===== src/rtl/alu_cp4_pkg.sv =====
// Shared cp4 ALU definitions: opcode constants, arbiter state encoding, default width.
package alu_cp4_pkg;

   localparam int XLEN_DEF = 32;

   localparam logic [3:0] OP_ADD    = 4'b0000;
   localparam logic [3:0] OP_SUB    = 4'b1000;
   localparam logic [3:0] OP_AND    = 4'b0111;
   localparam logic [3:0] OP_OR     = 4'b0110;
   localparam logic [3:0] OP_XOR    = 4'b0100;
   localparam logic [3:0] OP_SLL    = 4'b0001;
   localparam logic [3:0] OP_SRL    = 4'b0101;
   localparam logic [3:0] OP_SRA    = 4'b1101;
   localparam logic [3:0] OP_SLT    = 4'b0010;
   localparam logic [3:0] OP_SLTU   = 4'b0011;
   localparam logic [3:0] OP_PASS_B = 4'b1111;

   typedef enum logic [1:0] {
      ST_IDLE = 2'd0,
      ST_EXEC = 2'd1,
      ST_RESP = 2'd2
   } arb_state_e;

endpackage


===== src/rtl/rr_pick_cp4.sv =====
// Combinational round-robin picker: first set request at or above ptr, wrapping.
module rr_pick_cp4 #(
   parameter int N   = 2,
   parameter int IDW = 1
) (
   input  logic [N-1:0]   req,
   input  logic [IDW-1:0] ptr,
   output logic [N-1:0]   gnt_oh,
   output logic [IDW-1:0] gnt_idx,
   output logic           any_valid
);

   always_comb begin
      gnt_oh    = '0;
      gnt_idx   = '0;
      any_valid = 1'b0;
      for (int k = 0; k < N; k++) begin
         if (!any_valid && req[(int'(ptr) + k) % N]) begin
            gnt_oh[(int'(ptr) + k) % N] = 1'b1;
            gnt_idx   = IDW'((int'(ptr) + k) % N);
            any_valid = 1'b1;
         end
      end
   end

endmodule


===== src/rtl/alu_arb_cp4.sv =====
// Round-robin arbiter/sequencer sharing one combinational ALU among NUM_REQ requesters.
// Optional macro ALU_ARB_FAST_EN: grant directly out of RESP when the response is accepted.
//
// state | meaning
// IDLE  | pick a requester, accept its operation
// EXEC  | operand registers drive the ALU, result captured at the edge
// RESP  | response held until rsp_ready
module alu_arb_cp4 import alu_cp4_pkg::*; #(
   parameter int NUM_REQ = 2,
   parameter int XLEN    = XLEN_DEF,
   parameter int ID_W    = 1
) (
   input  logic                    clk,
   input  logic                    rst,
   input  logic [NUM_REQ-1:0]      req_valid,
   output logic [NUM_REQ-1:0]      req_ready,
   input  logic [NUM_REQ*XLEN-1:0] req_a,
   input  logic [NUM_REQ*XLEN-1:0] req_b,
   input  logic [NUM_REQ*4-1:0]    req_op,
   output logic [XLEN-1:0]         alu_a,
   output logic [XLEN-1:0]         alu_b,
   output logic [3:0]              alu_op,
   input  logic [XLEN-1:0]         alu_rd,
   input  logic                    alu_zero,
   output logic                    rsp_valid,
   input  logic                    rsp_ready,
   output logic [ID_W-1:0]         rsp_id,
   output logic [XLEN-1:0]         rsp_data,
   output logic                    rsp_zero
);

   arb_state_e        state_q, state_d;
   logic [ID_W-1:0]   rr_ptr_q, rr_ptr_d;
   logic [XLEN-1:0]   a_q, b_q, data_q;
   logic [3:0]        op_q;
   logic [ID_W-1:0]   id_q;
   logic              zero_q;

   logic [NUM_REQ-1:0] gnt_oh;
   logic [ID_W-1:0]    gnt_idx;
   logic               any_valid;
   logic               grant_en;
   logic               hs;

   rr_pick_cp4 #(.N(NUM_REQ), .IDW(ID_W)) u_pick (
      .req       (req_valid),
      .ptr       (rr_ptr_q),
      .gnt_oh    (gnt_oh),
      .gnt_idx   (gnt_idx),
      .any_valid (any_valid)
   );

   // Gating with rst keeps req_ready low while reset is asserted.
`ifdef ALU_ARB_FAST_EN
   assign grant_en = !rst && ((state_q == ST_IDLE) || ((state_q == ST_RESP) && rsp_ready));
`else
   assign grant_en = !rst && (state_q == ST_IDLE);
`endif
   assign hs = grant_en && any_valid;

   assign rr_ptr_d = (gnt_idx == ID_W'(NUM_REQ - 1)) ? '0 : gnt_idx + 1'b1;

   always_ff @(posedge clk or posedge rst) begin
      if (rst) begin
         state_q  <= ST_IDLE;
         rr_ptr_q <= '0;
         a_q      <= '0;
         b_q      <= '0;
         op_q     <= '0;
         id_q     <= '0;
         data_q   <= '0;
         zero_q   <= 1'b0;
      end else begin
         state_q <= state_d;
         if (hs) begin
            a_q      <= req_a[gnt_idx*XLEN +: XLEN];
            b_q      <= req_b[gnt_idx*XLEN +: XLEN];
            op_q     <= req_op[gnt_idx*4 +: 4];
            id_q     <= gnt_idx;
            rr_ptr_q <= rr_ptr_d;
         end
         if (state_q == ST_EXEC) begin
            data_q <= alu_rd;
            zero_q <= alu_zero;
         end
      end
   end

   always_comb begin
      state_d = state_q;
      case (state_q)
         ST_IDLE: if (hs) state_d = ST_EXEC;
         ST_EXEC: state_d = ST_RESP;
         ST_RESP: if (rsp_ready) state_d = hs ? ST_EXEC : ST_IDLE;
         default: state_d = ST_IDLE;
      endcase
   end

   always_comb begin
      req_ready = grant_en ? gnt_oh : '0;
      rsp_valid = (state_q == ST_RESP);
      alu_a     = a_q;
      alu_b     = b_q;
      alu_op    = op_q;
      rsp_id    = id_q;
      rsp_data  = data_q;
      rsp_zero  = zero_q;
   end

endmodule


===== config.mk =====
export PLATFORM = sky130hd
export DESIGN_NAME = alu_arb_cp4
export DESIGN_NICKNAME = d
export VERILOG_FILES = /design/src/rtl/alu_cp4_pkg.sv /design/src/rtl/rr_pick_cp4.sv /design/src/rtl/alu_arb_cp4.sv
export SDC_FILE = /design/constraint.sdc
export NUM_CORES = 1
export LEC_CHECK = 0
export ABC_AREA = 1
export CAP_MARGIN = 20
export CORE_MARGIN = 3
export CORE_UTILIZATION = 36
export CTS_CLUSTER_SIZE = 8
export DETAILED_ROUTE_END_ITERATION = 8
export PLACE_DENSITY = 0.88
export SETUP_SLACK_MARGIN = 0.15
export SLEW_MARGIN = 20
export SYNTH_ARGS = -nofsm -noshare
export SYNTH_HDL_FRONTEND = slang
export SYNTH_HIERARCHICAL = 1
export SYNTH_SLANG_ARGS = --single-unit

===== constraint.sdc =====
create_clock -name clk -period 3.3 [get_ports clk]
set_input_delay 0.495 -clock clk [delete_from_list [all_inputs] [get_ports clk]]
set_output_delay 0.495 -clock clk [all_outputs]
set_load 0.01 [all_outputs]

==> results_dict.tcl, run 1 <==
set metrics [dict create \
    status "completed" \
    post_route_antenna_net_violation_count 0 \
    clock_buffer_count_from_cts 9 \
    chipHeight_um 125.1 \
    placed_area_mm2 0.007968 \
    post_cts_hold_buffer_count 0 \
    final_max_slew_viol_count 0 \
    postSynthCellCount 690 \
    port_buffers 278 \
    place_congestion 0.8276 \
    synth.net_count 864 \
    grt_first_pass_wirelength_um 26190 \
    post-route-min-period_ns 2.431 \
    critPathMaxFanout 3 \
    timing.clock.skew_ns 0.008872 \
    final.setup.tns_ns 0 \
    floorplan.io_pins 279 \
    drt_iter0_markers 275 \
    power.static_leakage_nw 4.151 \
    setup_viol_count_final 0 \
    cts_sinks 105 \
    min_period_over_period 0.7367 \
    worst_skew_pair.late_latency_ns 0.34 \
    hold_class "reg2reg" \
    number_of_global_route_vias_before_repair 5063 \
    max_freq_mhz 411.3 \
    worst-endpoint-required_ns 2.80 \
    place_worst_setup_slack_ns 0.8767 \
    report.final.hold_viol_count 0 \
    number_of_maximum_capacitance_violations 0 \
    timing.critical_path.from_type "primary input" \
    post_cts.resized_instances 0 \
    clock_input_transition_at_the_sequential_cells_of_the_worst_setup_and_hold_paths_ns 0.07 \
    dp.final_hpwl_um 11840 \
    drc 0 \
    power_mw 6.205 \
    grt.overflow.total 0 \
    routed_wirelength_um 16390 \
    num_rows 42 \
    endpoint_kind "output pin" \
    rsz0062_at_grt "false" \
    ir_drop_mv 0.3261 \
    clock_tree.buffer_depth 2 \
    drt-wirelength-per-cell_um 14.58 \
    synth.lib_cells_used.distinct 19 \
    synth_sequential_area_ratio 0.5143 \
    grt_max_degree 74 \
    crit_path_dat_ns 1.94 \
    htree_levels 3 \
    antenna_found_initial 0 \
    ctsRootBufferMaster "clkbuf_16" \
    grt_util_all_layers 0.2058 \
    floorplan.die_area_mm2 0.01566 \
    die_width_um 125.1 \
    antenna_cells 0 \
    yosys_warnings 6 \
    criticalPathCategory "in2out" \
    power_per_cell_area_mw_per_mm2 746.1 \
    finalWorstSetupSlack_ns 0.8689 \
    yosys_reg_bits 105 \
    effective_utilization_at_floorplan 0.3768 \
    avgSynthCellArea_um2 7.404 \
    drive_above_1_share 0.04958 \
    cts_tree "built" \
    timing_worst_slew_pin_value_ns 0.8822 \
    layout.nets 1117 \
    final_util 0.6134 \
    syn2layout_area_growth_pct 62.80 \
    final_cell_area_mm2 0.008317 \
    cts_post_setup_buffers_inserted 0 \
    synth.cell_area_mm2 0.005109 \
    count_of_tritonroute_iterations_in_the_first_routing_pass 5 \
    max-slew-margin-rel 0.4119 \
    vias_per_cell 4.752 \
    num_vias 5341 \
    floorplan.core_area_mm2 0.01356 \
]
-- flip-flops by register name, indices dropped and copies added (netlist names) --
| register | count |
|---|---|
| alu_a | 32 |
| alu_b | 32 |
| rsp_data | 32 |
| alu_op | 4 |
| state_q | 2 |
| rr_ptr_q | 1 |
| rsp_id | 1 |
| rsp_zero | 1 |
-- Yosys cell counts (all sizes together) --
cell | n | share of area
nand2 | 413 | 0.30
dfrtp | 105 | 0.51
nand4 | 2 | 0.0024
buf | 36 | 0.042
clkbuf | 11 | 0.0081
nand3 | 102 | 0.11
inv | 12 | 0.0088
o21ai | 1 | 0.00098
nor2 | 5 | 0.0056
a21oi | 3 | 0.0029
-- final cells by class --
cell class	count	area [µm²]
fill	1150	5241
timing repair buffer	289	2878
sequential	105	2628
multi-input combinational	526	2193
clock buffer	9	225.2
tap	176	220.2
clock inverter	7	123.9
inverter	12	48.80
-- critical path: stages --
cell and delay [ns]:
clkdlybuf4s50_1 0.55, inv_1 0.09, a21oi_1 0.12, inv_1 0.05
nor2_1 0.10, clkdlybuf4s50_1 0.54
-- stage by stage --
stage | std cells | hold WS, ns
finish | 1124 | 0.4704
detailed placement | 1108 | 0.4570
CTS | 1124 | 0.4746
global route | 1124 | 0.4929
global placement | 1108 | 0.4527
floorplan | 690 | 0.4638
-- layer usage --
layer / global-route usage / vias to the layer above / share of wire
met1: 0.2616 / 2442 / 0.42
li1: - / 2651 / -
met4: 0.05676 / 0 / 0.015
met5: 0 / - / 0
met3: 0.05544 / 18 / 0.085
met2: 0.3477 / 230 / 0.48
-- layout by cell type (no fill, tap or decap), types with 3 or more instances in the layout --
cell type        Yosys  final
nand2_1            412    411
nand3_2             11     11
clkdlybuf4s50_1      0    278
buf_4                3     10
nand3_1             91     91
bufinv_16            0      3
inv_1                9      8
dfrtp_1            105    105
clkbuf_16            0      9
nor2_1               3      3
inv_2                3      3
-- logic make-up (layout without fill, tap and decap cells) --
| kind of cell | Yosys count | count (layout) | share of synthesized area |
|---|---|---|---|
| flip-flops | 105 | 105 | 0.5143 |
| AO/OA/AOI/OAI | 4 | 4 | 0.003917 |
| AND/OR/NAND/NOR | 522 | 522 | 0.4227 |
| buffers and inverters | 59 | 317 | 0.05902 |
-- report_power, final --
part / switching, mW / total [mW] / internal (mW)
combinational: 1.32 / 2.80 / 1.48
sequential: 0.316 / 2.17 / 1.86
clock: 0.484 / 1.23 / 0.748
-- final timing paths --
kind / from / cells after the start / end / slack, ns
max reg2reg: state_q[0] / 6 / alu_a[17] / 1.30
max: req_valid[0] / 6 / req_ready[0] / 0.87
min: rsp_data[19] / 2 / rsp_data[19] / 0.47
min in group asynchronous: rst / 3 / alu_b[6] / 0.92
min reg2reg: rsp_data[19] / 2 / rsp_data[19] / 0.47
max in group asynchronous: rst / 4 / rsp_data[15] / 1.38
Power figures use the tool's default switching activity.
==> run 2, diff against run 1 <==
Settings changed: CORE_UTILIZATION 36 to 39, PLACE_DENSITY 0.88 to 0.91.
Clock period 3.3 ns to 2.5 ns, I/O delays scaled along.
==> run 2 against run 1 <==
  * Sequential cell count is the same
  * Critical path depth is the same
  * First-iteration DRC count grew 95%
  * Largest power group unchanged
  * Highest routed layer unchanged
==> results_dict.tcl, run 2 (same netlist as run 1, synthesis figures left out) <==
set metrics [dict create \
    die_width_um 120.5 \
    number_of_global_route_vias_before_repair 5220 \
    antenna_found_initial 0 \
    mostFrequentLayoutCell "nand2_1" \
    ir_drop_mv 0.4914 \
    routed_wirelength_um 16660 \
    grt_util_all_layers 0.2237 \
    final_max_slew_viol_count 0 \
    syn2layout_area_growth_pct 61.43 \
    final_cell_mix "411 x nand2_1, 278 x clkdlybuf4s50_1, 105 x dfrtp_1, 91 x nand3_1, 11 x nand3_2" \
    timing.critical_path.from_type "primary input" \
    place_worst_setup_slack_ns 0.1109 \
    gr_util_met1 0.2773 \
    floorplan.die_area_mm2 0.01451 \
    hold_ws_ns 0.4707 \
    post_cts_hold_buffer_count 0 \
    grt_max_degree 106 \
    max_freq_mhz 449.3 \
    hold_class "reg2reg" \
    effective_utilization_at_floorplan 0.4016 \
    floorplan.io_pins 279 \
    layout.nets 1117 \
    min_period_over_period 0.8902 \
    grt.overflow.total 0 \
    drt-wirelength-per-cell_um 14.88 \
    power_mw 7.919 \
    grt_use_met2 0.3758 \
    global_routing_met3_resource_utilization 0.07577 \
    final.setup.tns_ns 0 \
    power.static_leakage_nw 4.116 \
    ctsRootBufferMaster "clkbuf_16" \
    max-slew-margin-rel 0.3649 \
    count_of_tritonroute_iterations_in_the_first_routing_pass 5 \
    placed_area_mm2 0.007963 \
    worst-endpoint-required_ns 2.12 \
    drive_above_1_share 0.04958 \
    vias_per_cell 4.821 \
    crit_path_dat_ns 1.85 \
    critPathMaxFanout 2 \
    grt_first_pass_wirelength_um 26370 \
    antenna_cells 0 \
    clock_input_transition_at_the_sequential_cells_of_the_worst_setup_and_hold_paths_ns 0.07 \
    post-route-min-period_ns 2.226 \
    drc 0 \
    power_per_cell_area_mw_per_mm2 960.3 \
    number_of_maximum_capacitance_violations 0 \
    endpoint_kind "output pin" \
    num_vias 5400 \
    clock_buffer_count_from_cts 9 \
    criticalPathCategory "in2out" \
    dp.final_hpwl_um 12090 \
    clock_tree.buffer_depth 2 \
    gr-max-usage-layer "met2" \
    htree_levels 3 \
    cts_tree "built" \
    final_cell_area_mm2 0.008247 \
    chipHeight_um 120.5 \
    floorplan.core_area_mm2 0.01272 \
    worst_skew_pair.late_latency_ns 0.34 \
    timing_worst_slew_pin_value_ns 0.9516 \
    rsz0062_at_grt "false" \
    cts_post_setup_buffers_inserted 0 \
    port_buffers 278 \
    post_cts.resized_instances 0 \
    post_route_antenna_net_violation_count 0 \
    num_rows 41 \
    setup_viol_count_final 0 \
    timing.clock.skew_ns 0.009182 \
    cts_sinks 105 \
    place_congestion 0.8118 \
    report.final.hold_viol_count 0 \
    drt_iter0_markers 535 \
    status "completed" \
    finalWorstSetupSlack_ns 0.2745 \
]
run 2: per-layer routing:
metal	up-vias	part of all wire
met5	-	0
met4	0	0.012
met3	20	0.10
met2	238	0.49
met1	2495	0.39
li1	2647	-
run 2: final cells by class:
type | instances | area [µm²]
Clock buffer | 11 | 242.7
Clock inverter | 5 | 37.54
Fill cell | 1037 | 4476
Inverter | 12 | 50.05
Multi-Input combinational cell | 526 | 2196
Sequential cell | 105 | 2628
Tap cell | 172 | 215.2
Timing Repair Buffer | 289 | 2878
run 2: final timing paths:
path	cells after the start	slack [ns]	to	startpoint
max in group asynchronous	3	1.37	rsp_data[28]	rst
min in group asynchronous	3	0.70	state_q[0]	rst
worst min register to register	2	0.47	rsp_data[0]	rsp_data[0]
worst max-delay path	6	0.27	req_ready[1]	req_valid[0]
worst min-delay path	2	0.47	rsp_data[0]	rsp_data[0]
worst max register to register	7	0.50	alu_a[11]	rr_ptr_q
run 2: worst max-delay path, cell delays in order:
cell and delay [ns]:
clkdlybuf4s50_1 0.42, buf_4 0.16, a21oi_1 0.14, inv_1 0.05, nor2_1 0.10, clkdlybuf4s50_1 0.61
run 2: where the power goes:
group	internal, mW	switching (mW)
Combinational	1.95	1.75
Clock	0.709	0.623
Sequential	2.45	0.436
run 2: through the flow:
step	instances	utilization
5_1_grt	1120	0.6482
2_1_floorplan	690	-
3_3_place_gp	1104	0.6259
6_report	1120	0.6482
4_1_cts	1120	0.6479
3_5_place_dp	1104	0.6259
==> run 3, diff against run 2 <==
--- a/config.mk
+++ b/config.mk
@@ -13,4 +13,5 @@
 export DETAILED_ROUTE_END_ITERATION = 8
-export PLACE_DENSITY = 0.91
+export PLACE_DENSITY = 0.84
 export SETUP_SLACK_MARGIN = 0.15
+export SKIP_CTS_REPAIR_TIMING = 1
 export SLEW_MARGIN = 20
--- a/constraint.sdc
+++ b/constraint.sdc
@@ -3,2 +3,2 @@
 set_output_delay 0.375 -clock clk [all_outputs]
-set_load 0.01 [all_outputs]
+set_load 0.005 [all_outputs]
==> run 3 against run 2 <==
  * Maximum frequency rose by 2.3%
  * Clock skew up 0.0015 ns
  * Highest routed layer unchanged
  * Power fell by 2.1%
  * Sequential power about the same
  * Clock power grew 11%
  * Critical endpoint is now req_ready[0]
  * Non-clock buffer count increased by 1
  * Via count down 2.0%
  * Count of clock-buffer cells in the layout is 2 lower
  * Sequential share of layout area shrank 0.25 points
  * Final area is 0.80% higher
==> results_dict.tcl, run 3 (same netlist as run 1, synthesis figures left out) <==
set metrics [dict create \
    timing_worst_slew_pin_value_ns 0.7723 \
    power.static_leakage_nw 4.146 \
    worst-endpoint-required_ns 2.12 \
    share_of_total_power_in_combinational_logic 0.440 \
    post-route-min-period_ns 2.176 \
    final_max_slew_viol_count 0 \
    number_of_global_route_vias_before_repair 5045 \
    power.share.sequential 0.370 \
    setup_viol_count_final 0 \
    floorplan.core_area_mm2 0.01272 \
    reg2reg_to "alu_b[22]" \
    ir_drop_mv 0.4240 \
    dp.final_hpwl_um 11880 \
    count_of_tritonroute_iterations_in_the_first_routing_pass 4 \
    worst_r2r_startpoint "rr_ptr_q" \
    worstHoldPathCells 2 \
    grt_max_degree 108 \
    critPathMaxFanout 3 \
    floorplan.die_area_mm2 0.01451 \
    cts_sinks 105 \
    mostFrequentLayoutCell "nand2_1" \
    cts_tree "built" \
    routed_wirelength_um 16490 \
    clkPwrFrac 0.189 \
    antenna_cells 0 \
    number_of_maximum_capacitance_violations 0 \
    report.final.hold_viol_count 0 \
    grt.overflow.total 0 \
    place_congestion 0.7940 \
    floorplan.io_pins 279 \
    layout.nets 1118 \
    status "completed" \
    drt_iter0_markers 347 \
    vias_per_cell 4.719 \
    ff2ff_setup_slack_ns 0.72 \
    final_cell_mix "411 x nand2_1, 278 x clkdlybuf4s50_1, 105 x dfrtp_1, 91 x nand3_1, 10 x nand3_2" \
    die_width_um 120.5 \
    worst_skew_pair.late_latency_ns 0.34 \
    min_period_over_period 0.8705 \
    post_route_antenna_net_violation_count 0 \
    grt_util_all_layers 0.2221 \
    switchingPower_mw 2.545 \
    antenna_found_initial 0 \
    fill_cells 1106 \
    htree_levels 3 \
    ctsRootBufferMaster "clkbuf_16" \
    timing.critical_path.from_type "primary input" \
    rsz0062_at_grt "false" \
    grt_first_pass_wirelength_um 25870 \
    endpoint_kind "output pin" \
    syn2layout_area_growth_pct 62.72 \
    effective_utilization_at_floorplan 0.4016 \
    num_rows 41 \
    drc 0 \
    hold_ws_ns 0.4722 \
    hold_class "reg2reg" \
    criticalPathCategory "in2out" \
    crit_path_dat_ns 1.80 \
    swShare 0.3281 \
    port_buffers 278 \
    clock_tree.buffer_depth 2 \
    drt-wirelength-per-cell_um 14.71 \
    max-slew-margin-rel 0.4851 \
    final.setup.tns_ns 0 \
    clock_input_transition_at_the_sequential_cells_of_the_worst_setup_and_hold_paths_ns 0.07 \
    max_freq_mhz 459.5 \
    timing.hold.worst_endpoint "rsp_data[0]" \
    internal_power_mw 5.210 \
    min_from "rsp_data[0]" \
    clock_buffer_count_from_cts 9 \
    r2r_cells 8 \
    power_per_cell_area_mw_per_mm2 932.8 \
    num_vias 5290 \
    chipHeight_um 120.5 \
    timing.clock.skew_ns 0.01065 \
    drive_above_1_share 0.05058 \
]
[run 3: per-layer routing]
metal / up-vias / global-route usage / wire length, µm
met5: - / 0 / 0
met3: 12 / 0.07764 / 1775
met1: 2405 / 0.2746 / 6402
li1: 2648 / - / -
met4: 0 / 0.05949 / 177
met2: 225 / 0.3709 / 8137
[run 3: through the flow]
stage,instance area [µm²],instances,worst slack [ns],power [mW],util
floorplan,5112,690,-0.1574,4.144,-
global placement,8003,1105,0.3530,6.262,0.6290
detailed placement,8003,1105,0.2779,6.345,0.6290
CTS,8313,1121,0.3191,7.835,0.6534
global route,8313,1121,0.2193,8.298,0.6534
finish,8313,1121,0.3237,7.755,0.6534
[run 3: worst max path at each step]
stage / startpoint / endpoint / slack (ns) / cells after the start
after floorplan: rst / alu_a[0] / -0.16 / 5
after global placement: req_valid[0] / req_ready[0] / 0.35 / 6
after detailed placement: req_valid[1] / alu_b[22] / 0.28 / 8
after CTS: req_valid[0] / req_ready[0] / 0.32 / 6
after global routing: req_valid[0] / req_ready[0] / 0.22 / 6
final: req_valid[0] / req_ready[0] / 0.32 / 6
[run 3: power groups by stage]
stage | combinational, mW | sequential [mW] | clock [mW]
2_1_floorplan | 1.21 | 2.93 | 0
3_3_place_gp | 3.38 | 2.88 | 0
3_5_place_dp | 3.46 | 2.89 | 0
4_1_cts | 3.47 | 2.87 | 1.49
6_report | 3.41 | 2.87 | 1.47
5_1_grt | 3.76 | 2.97 | 1.57
[run 3: final cells by class]
type                    instances  area, µm²  share of cell area
clock buffers                   9      225.2             0.02709
clock inverters                 7      85.08             0.01023
inverters                      12      48.80            0.005870
multi-input cells             526       2201              0.2648
flip-flops and latches        105       2628              0.3161
well taps                     172      215.2             0.02589
repair buffers                290       2910              0.3501
[run 3: worst max-delay path, cell delays in order]
cell	delay (ns)
clkdlybuf4s50_1	0.57
inv_1	0.09
a21oi_1	0.12
inv_1	0.05
nor2_1	0.10
clkdlybuf4s50_1	0.50
